## src/rtl/gpio_fifo_drain.sv

```systemverilog
// gpio_fifo_drain: pops words from the GPIO HSM FIFO and presents each one to the HSM
// over a four-phase req/ack handshake, with a completed-byte count and a sticky timeout flag.
module gpio_fifo_drain #(
   parameter int unsigned DATA_WIDTH     = 8,
   parameter int unsigned SETUP_CYCLES   = 2,
   parameter int unsigned TIMEOUT_CYCLES = 1024
) (
   input  logic                  clk,
   input  logic                  reset,
   input  logic                  enable,
   input  logic                  fifo_empty,
   input  logic [DATA_WIDTH-1:0] fifo_data,
   output logic                  fifo_read,
   output logic [DATA_WIDTH-1:0] gpio_data,
   output logic                  gpio_req,
   input  logic                  gpio_ack,
   output logic                  busy,
   output logic                  timeout_err,
   output logic [15:0]           sent_count
);

   typedef enum logic [2:0] {
      IDLE,
      POP,
      LATCH,
      SETUP,
      REQ_HI,
      REQ_LO
   } state_t;

   localparam logic [7:0]  SETUP_LOAD = 8'(SETUP_CYCLES);
   localparam logic [15:0] TMO_LAST   = 16'(TIMEOUT_CYCLES - 1);

   state_t      state;
   state_t      state_next;
   logic        ack_meta;
   logic        ack_s;
   logic [7:0]  setup_cnt;
   logic [15:0] tmo_cnt;
   logic        tmo_hit;
   logic        setup_done;

   assign tmo_hit    = (tmo_cnt == TMO_LAST);
   assign setup_done = (setup_cnt == 8'd1);
   assign busy       = (state != IDLE);

   always_comb begin
      state_next = state;
      case (state)
         IDLE:    if (enable && !fifo_empty && !ack_s) state_next = POP;
         POP:     state_next = LATCH;
         LATCH:   state_next = SETUP;
         SETUP:   if (setup_done) state_next = REQ_HI;
         REQ_HI: begin
            if (ack_s)        state_next = REQ_LO;
            else if (tmo_hit) state_next = IDLE;
         end
         REQ_LO: begin
            if (!ack_s || tmo_hit) state_next = IDLE;
         end
         default: state_next = IDLE;
      endcase
   end

   // fifo_read is registered from the next state so the strobe is high exactly while in POP.
   always_ff @(posedge clk) begin
      if (reset) begin
         state       <= IDLE;
         ack_meta    <= 1'b0;
         ack_s       <= 1'b0;
         fifo_read   <= 1'b0;
         gpio_data   <= '0;
         gpio_req    <= 1'b0;
         timeout_err <= 1'b0;
         sent_count  <= '0;
         setup_cnt   <= '0;
         tmo_cnt     <= '0;
      end else begin
         state     <= state_next;
         ack_meta  <= gpio_ack;
         ack_s     <= ack_meta;
         fifo_read <= (state_next == POP);
         case (state)
            LATCH: begin
               gpio_data <= fifo_data;
               setup_cnt <= SETUP_LOAD;
            end
            SETUP: begin
               setup_cnt <= setup_cnt - 8'd1;
               if (setup_done) begin
                  gpio_req <= 1'b1;
                  tmo_cnt  <= '0;
               end
            end
            REQ_HI: begin
               if (ack_s) begin
                  gpio_req   <= 1'b0;
                  sent_count <= sent_count + 16'd1;
                  tmo_cnt    <= '0;
               end else if (tmo_hit) begin
                  timeout_err <= 1'b1;
                  gpio_req    <= 1'b0;
               end else begin
                  tmo_cnt <= tmo_cnt + 16'd1;
               end
            end
            REQ_LO: begin
               if (ack_s) begin
                  if (tmo_hit) begin
                     timeout_err <= 1'b1;
                     gpio_req    <= 1'b0;
                  end else begin
                     tmo_cnt <= tmo_cnt + 16'd1;
                  end
               end
            end
            default: ;
         endcase
      end
   end

endmodule

```

## config.mk

```make
export PLATFORM = sky130hd
export DESIGN_NAME = gpio_fifo_drain
export DESIGN_NICKNAME = d
export VERILOG_FILES = /design/src/rtl/gpio_fifo_drain.sv
export SDC_FILE = /design/constraint.sdc
export NUM_CORES = 1
export LEC_CHECK = 0
export BUFFER_PORTS_ARGS = -buffer_cell sky130_fd_sc_hd__buf_4
export CAP_MARGIN = 20
export CORE_MARGIN = 5
export CORE_UTILIZATION = 45
export DETAILED_ROUTE_END_ITERATION = 10
export PLACE_DENSITY = 0.77
export SYNTH_ARGS = -nofsm -noshare
export SYNTH_HDL_FRONTEND = slang
export SYNTH_SLANG_ARGS = --single-unit
```

## constraint.sdc

```tcl
create_clock -name clk -period 2.65 [get_ports clk]
set_clock_uncertainty 0.15 [all_clocks]
set_input_delay 0.53 -clock clk [delete_from_list [all_inputs] [get_ports clk]]
set_output_delay 0.53 -clock clk [all_outputs]
set_load 0.02 [all_outputs]
```

# After elaboration in Yosys (flattened, before gate mapping)
# Index checks and enable logic that the tools add are counted.
# Widths: inputs -> output; s select.
# classes
shift,0
n_eq_ne,11
n_bitwise,0
mux,21
n_lt_le_gt_ge,0
n_mul,0
n_addsub,3
div,0
n_reduce_logical,13
# ops
operator,n
$mux 16,4
$pmux 16 s3,1
$add 16x1->16 const B,2
$pmux 3 s6,1
$eq 16x10->1 const B,1
$pmux 8 s2,1
$mux 3,5
$eq 8x1->1 const B,1
$sub 8x1->8 const B,1
$mux 1,7
$eq 3x1->1 const B,2
$eq 3x2->1 const B,2
$eq 3x3->1 const B,2
$ne 2x2->1 const B,3
$reduce_and 3->1,2
$reduce_bool 3->1,2
$reduce_bool 2->1,2
$logic_not 3->1,1
$pmux 1 s3,1
$logic_and 1x1->1,2
$logic_not 1->1,2
$pmux 1 s2,1
$reduce_and 2->1,1
$logic_or 1x1->1,1
# word_totals
word_cells,58
mem_bits_ro,0
register_bits,56
mem_bits_rw,0
in_bits,13
out_inout_bits,28
latchBits,0
memories,0

# Depth between registers and ports, before layout
# logic_depth
word_depth,6
ltp_mapped,8
ltp_nobuf,7

# Least setup slack after synthesis
# No wires, ideal clock.
# synth_timing
kind,flip-flop to flip-flop
from,reg setup_cnt[1]
to,reg tmo_cnt[3]
synth_period_minus_slack_ns,2.050
arrival_ns,1.840
setup_ns,0.060
slack_ns,0.600
t_required_ns,2.440
n_path_buf,1
stages_incl_launch_ff,9
path_cell_list,dfxtp_1 inv_1 ha_1 nor4b_2 and3_4 or3_1 clkbuf_2 or4_1 nand2_1
# synth_between
elab_chain_cells,3
# synth_rtl
item,line,rtl
from (decl),38,logic [7:0] setup_cnt;
from (signal assigned),89,setup_cnt <= setup_cnt - 8'd1;
$eq 8x1->1,44,assign setup_done = (setup_cnt == 8'd1);
$ne 2x2->1 (no source line),n/a,
$reduce_and 3->1 (no source line),n/a,
to (signal assigned),104,tmo_cnt <= tmo_cnt + 16'd1;
to (signal assigned),113,tmo_cnt <= tmo_cnt + 16'd1;
to (decl),39,logic [15:0] tmo_cnt;
# Every way passes these cells.
# A chain may end at the register's enable or synchronous reset.

# Worst setup path after layout
# layout_timing
from,reg setup_cnt[0]
to,reg tmo_cnt[3]
# Same word-level chain as after synthesis.

==> impl_metrics.prom <==
# TYPE chip_impl_metric gauge
chip_impl_info{name="status",value="finished, final reports clean"} 1
chip_impl_metric{name="n_fill_cell",unit=""} 503
chip_impl_metric{name="core_outline_area",unit="um^2"} 5510
chip_impl_metric{name="numPortBuffers",unit=""} 40
chip_impl_metric{name="worst_slack_at_placement",unit="ns"} 0.343
chip_impl_metric{name="p_leak",unit="nW"} 1.11
chip_impl_metric{name="global_route.usage.met3",unit=""} 0.0272
chip_impl_metric{name="dp.cells",unit=""} 399
chip_impl_metric{name="worst_slew_pin_slew",unit="ns"} 0.693
chip_impl_metric{name="gr-total-overflow",unit=""} 0
chip_impl_metric{name="die_width",unit="um"} 85.4
chip_impl_metric{name="cts_repair_resize_count",unit=""} 0
chip_impl_metric{name="post_drt_wl_per_cell",unit="um"} 13.2
chip_impl_metric{name="gp_congestion",unit=""} 0.848
chip_impl_metric{name="cts_inserted_buffers",unit=""} 5
chip_impl_metric{name="vias_per_cell",unit=""} 5.40
chip_impl_metric{name="clk_transition_reported_paths",unit="ns"} 0.10
chip_impl_info{name="rsz0062_at_grt",value="no"} 1
chip_impl_metric{name="netlist.area_leader.share",unit=""} 0.438
chip_impl_metric{name="holdBufCountCts",unit=""} 0
chip_impl_metric{name="maxCapViolCount",unit=""} 0
chip_impl_metric{name="cp_data_required_time",unit="ns"} 2.75
chip_impl_metric{name="grt_pass1_vias",unit=""} 2078
chip_impl_metric{name="detailedRoute.firstIterationViolations",unit=""} 86
chip_impl_metric{name="fraction_of_the_yosys_area_taken_by_sequential_cells",unit=""} 0.438
chip_impl_metric{name="drtAntennaViolNets",unit=""} 0
chip_impl_metric{name="totalWireLength",unit="um"} 5370
chip_impl_metric{name="synth.ff_latch_count",unit=""} 56
chip_impl_metric{name="rows",unit=""} 27
chip_impl_info{name="netlist_top_cells_count",value="56 x dfxtp_1, 42 x nor2_1, 27 x nand2_1"} 1
chip_impl_metric{name="setup_total_negative_slack",unit="ns"} 0
chip_impl_metric{name="grt.met1_usage",unit=""} 0.189
chip_impl_metric{name="max-clock-path-buffers",unit=""} 2
chip_impl_metric{name="final_nets",unit=""} 351
chip_impl_metric{name="finalWorstSetupSlack",unit="ns"} 0.299
chip_impl_info{name="critPathCaptureType",value="register"} 1
chip_impl_metric{name="maxSlewViolCount",unit=""} 0
chip_impl_metric{name="groute.layer.met2.usage",unit=""} 0.249
chip_impl_metric{name="hold-worst-slack",unit="ns"} 0.278
chip_impl_metric{name="fmax",unit="GHz"} 0.425
chip_impl_metric{name="post_synth.cell_area_avg",unit="um^2"} 8.59
chip_impl_metric{name="die_h",unit="um"} 85.4
chip_impl_metric{name="power_per_cell_area",unit="nW/um^2"} 539
chip_impl_info{name="synth_flop_cell",value="dfxtp_1"} 1
chip_impl_metric{name="timing.final.setup_violations",unit=""} 0
chip_impl_metric{name="detailroute.via_count",unit=""} 2199
chip_impl_info{name="yosys.area.top_type",value="dfxtp_1"} 1
chip_impl_metric{name="r2r_setup_slack",unit="ns"} 0.30
chip_impl_metric{name="antenna_cells",unit=""} 0
chip_impl_info{name="netlist_top_cells_area",value="dfxtp_1 44%, nor2_1 6.2%, xnor2_1 5.1%"} 1
chip_impl_metric{name="post-dp-hpwl",unit="um"} 3820
chip_impl_metric{name="vdd.ir_drop.worst",unit="mV"} 0.302
chip_impl_info{name="clock_tree_from_tritoncts",value="yes"} 1
chip_impl_info{name="timing.hold.worst.class",value="in2reg"} 1
chip_impl_metric{name="slew_headroom",unit=""} 0.535
chip_impl_metric{name="drcViolationCount",unit=""} 0
chip_impl_metric{name="period_share",unit=""} 0.887
chip_impl_info{name="gr-max-usage-layer",value="met2"} 1
chip_impl_metric{name="synth_enable_flop_cells",unit=""} 0
chip_impl_metric{name="synthesis.area",unit="um^2"} 2560
chip_impl_metric{name="period_needed",unit="ns"} 2.35
chip_impl_metric{name="cts_num_sinks",unit=""} 56
chip_impl_metric{name="dieArea",unit="um^2"} 7300
chip_impl_metric{name="netlist-cell-type-count",unit=""} 47
chip_impl_metric{name="drive_gt1_frac",unit=""} 0.173
chip_impl_metric{name="async_flop_share",unit=""} 0
chip_impl_metric{name="first_pass_iters",unit=""} 4
chip_impl_metric{name="top_level_ports",unit=""} 41
chip_impl_metric{name="antenna_found_initial",unit=""} 0
chip_impl_metric{name="cp_max_fo",unit=""} 13
chip_impl_metric{name="flow.area_growth_from_synthesis",unit="%"} 16.8
chip_impl_metric{name="synth.yosys.warnings",unit=""} 0
chip_impl_metric{name="finish.cell_count_without_fillers",unit=""} 407
chip_impl_metric{name="global_route_wire_length_before_repair",unit="um"} 9000
chip_impl_metric{name="groute.usage.overall",unit=""} 0.147
chip_impl_metric{name="post_cts_buffers",unit=""} 0
chip_impl_metric{name="grt_start_max_net_pins",unit=""} 36
chip_impl_metric{name="synth_cells",unit=""} 298
chip_impl_metric{name="crit_arrival",unit="ns"} 2.45
chip_impl_info{name="yosys.cell_count.top_type",value="dfxtp_1"} 1
chip_impl_metric{name="timing_hold_violations_final",unit=""} 0
chip_impl_metric{name="htree_levels",unit=""} 2
chip_impl_metric{name="clk-insertion-delay-late",unit="ns"} 0.31
chip_impl_info{name="worstSetupPathType",value="reg2reg"} 1
chip_impl_metric{name="initial_core_utilization",unit=""} 0.465
chip_impl_metric{name="syn-num-nets",unit=""} 315
chip_impl_info{name="cts_root_buffer",value="clkbuf_8"} 1
chip_impl_info{name="critical_path.startpoint_type",value="register"} 1
-- routing by layer --
metal	vias up	part of all wire
met3	6	0.029
li1	1114	-
met1	1036	0.47
met4	0	0.010
met2	43	0.49
met5	-	0
-- area by class of cell --
cell class | count | area, um^2 | share of cell area
sequential | 56 | 1120 | 0.375
clock buffer | 6 | 72.6 | 0.0243
multi-input combinational | 221 | 1340 | 0.447
inverter | 6 | 22.5 | 0.00753
timing repair buffer | 44 | 330 | 0.110
tap | 72 | 90.1 | 0.0301
clock inverter | 2 | 17.5 | 0.00586
-- final timing paths --
check                       startpoint                      end  depth (start not counted)
max          setup_cnt[0]$_SDFFE_PP0P_  tmo_cnt[3]$_SDFFE_PP0P_                          6
min                           gpio_ack      ack_meta$_SDFF_PP0_                          2
max reg2reg  setup_cnt[0]$_SDFFE_PP0P_  tmo_cnt[3]$_SDFFE_PP0P_                          6
min reg2reg        ack_meta$_SDFF_PP0_         ack_s$_SDFF_PP0_                          1
-- flip-flops by register name, indices dropped and copies added, names as in the netlist --
register / flops
state: 3
setup_cnt: 8
ack_s: 1
tmo_cnt: 16
gpio_req: 1
ack_meta: 1
sent_count: 16
gpio_data: 8
fifo_read: 1
timeout_err: 1
-- report_power, final --
group / internal [mW] / total, mW / switching (mW)
clock network: 0.194 / 0.477 / 0.283
logic: 0.0984 / 0.224 / 0.126
registers: 0.877 / 0.911 / 0.0348
-- stage by stage --
step | cell area [um^2] | power, mW | utilization
5_1_grt | 2990 | 1.69 | 0.543
4_1_cts | 2990 | 1.63 | 0.543
3_5_place_dp | 2900 | 1.15 | 0.527
3_3_place_gp | 2900 | 1.15 | 0.527
6_report | 2990 | 1.61 | 0.543
2_1_floorplan | 2560 | 1.09 | -
-- critical path: stages, from the launching register on --
cell and delay, ns:
dfxtp_1 0.41, ha_1 0.16, nor4b_2 0.39, a32o_1 0.31, o21ai_1 0.27, or4_1 0.53, nand2_1 0.07
-- placed cells by master, fill, tap and decap left out, types with 2 or more instances in the layout --
cell,instances
and3_1,2
or4_1,3
nor4b_2,2
buf_4,44
a211oi_1,3
o21ai_0,15
and2_1,2
a21oi_1,15
inv_1,6
nor2_1,42
or3_1,8
and4_1,4
o2111ai_1,2
ha_1,4
dfxtp_1,56
nor2b_1,5
a311oi_1,2
xnor2_1,15
nor3_1,11
clkbuf_8,5
nand4_1,6
o211ai_1,5
nor4_1,7
inv_6,2
nand2_1,27
nand2b_1,2
nand3_1,10
a31oi_1,2
xor2_1,11
-- kinds of logic (layout without fill, tap and decap cells) --
family / Yosys count / in the layout / share of synthesized area
simple gates: 139 / 139 / 0.286
flops: 56 / 56 / 0.438
compound gates: 50 / 50 / 0.119
xor+xnor: 26 / 26 / 0.0890
buf+inv: 21 / 58 / 0.0401
fa+ha+maj: 5 / 5 / 0.0235
mux: 1 / 1 / 0.00391
(Power assumes the default switching activity.)
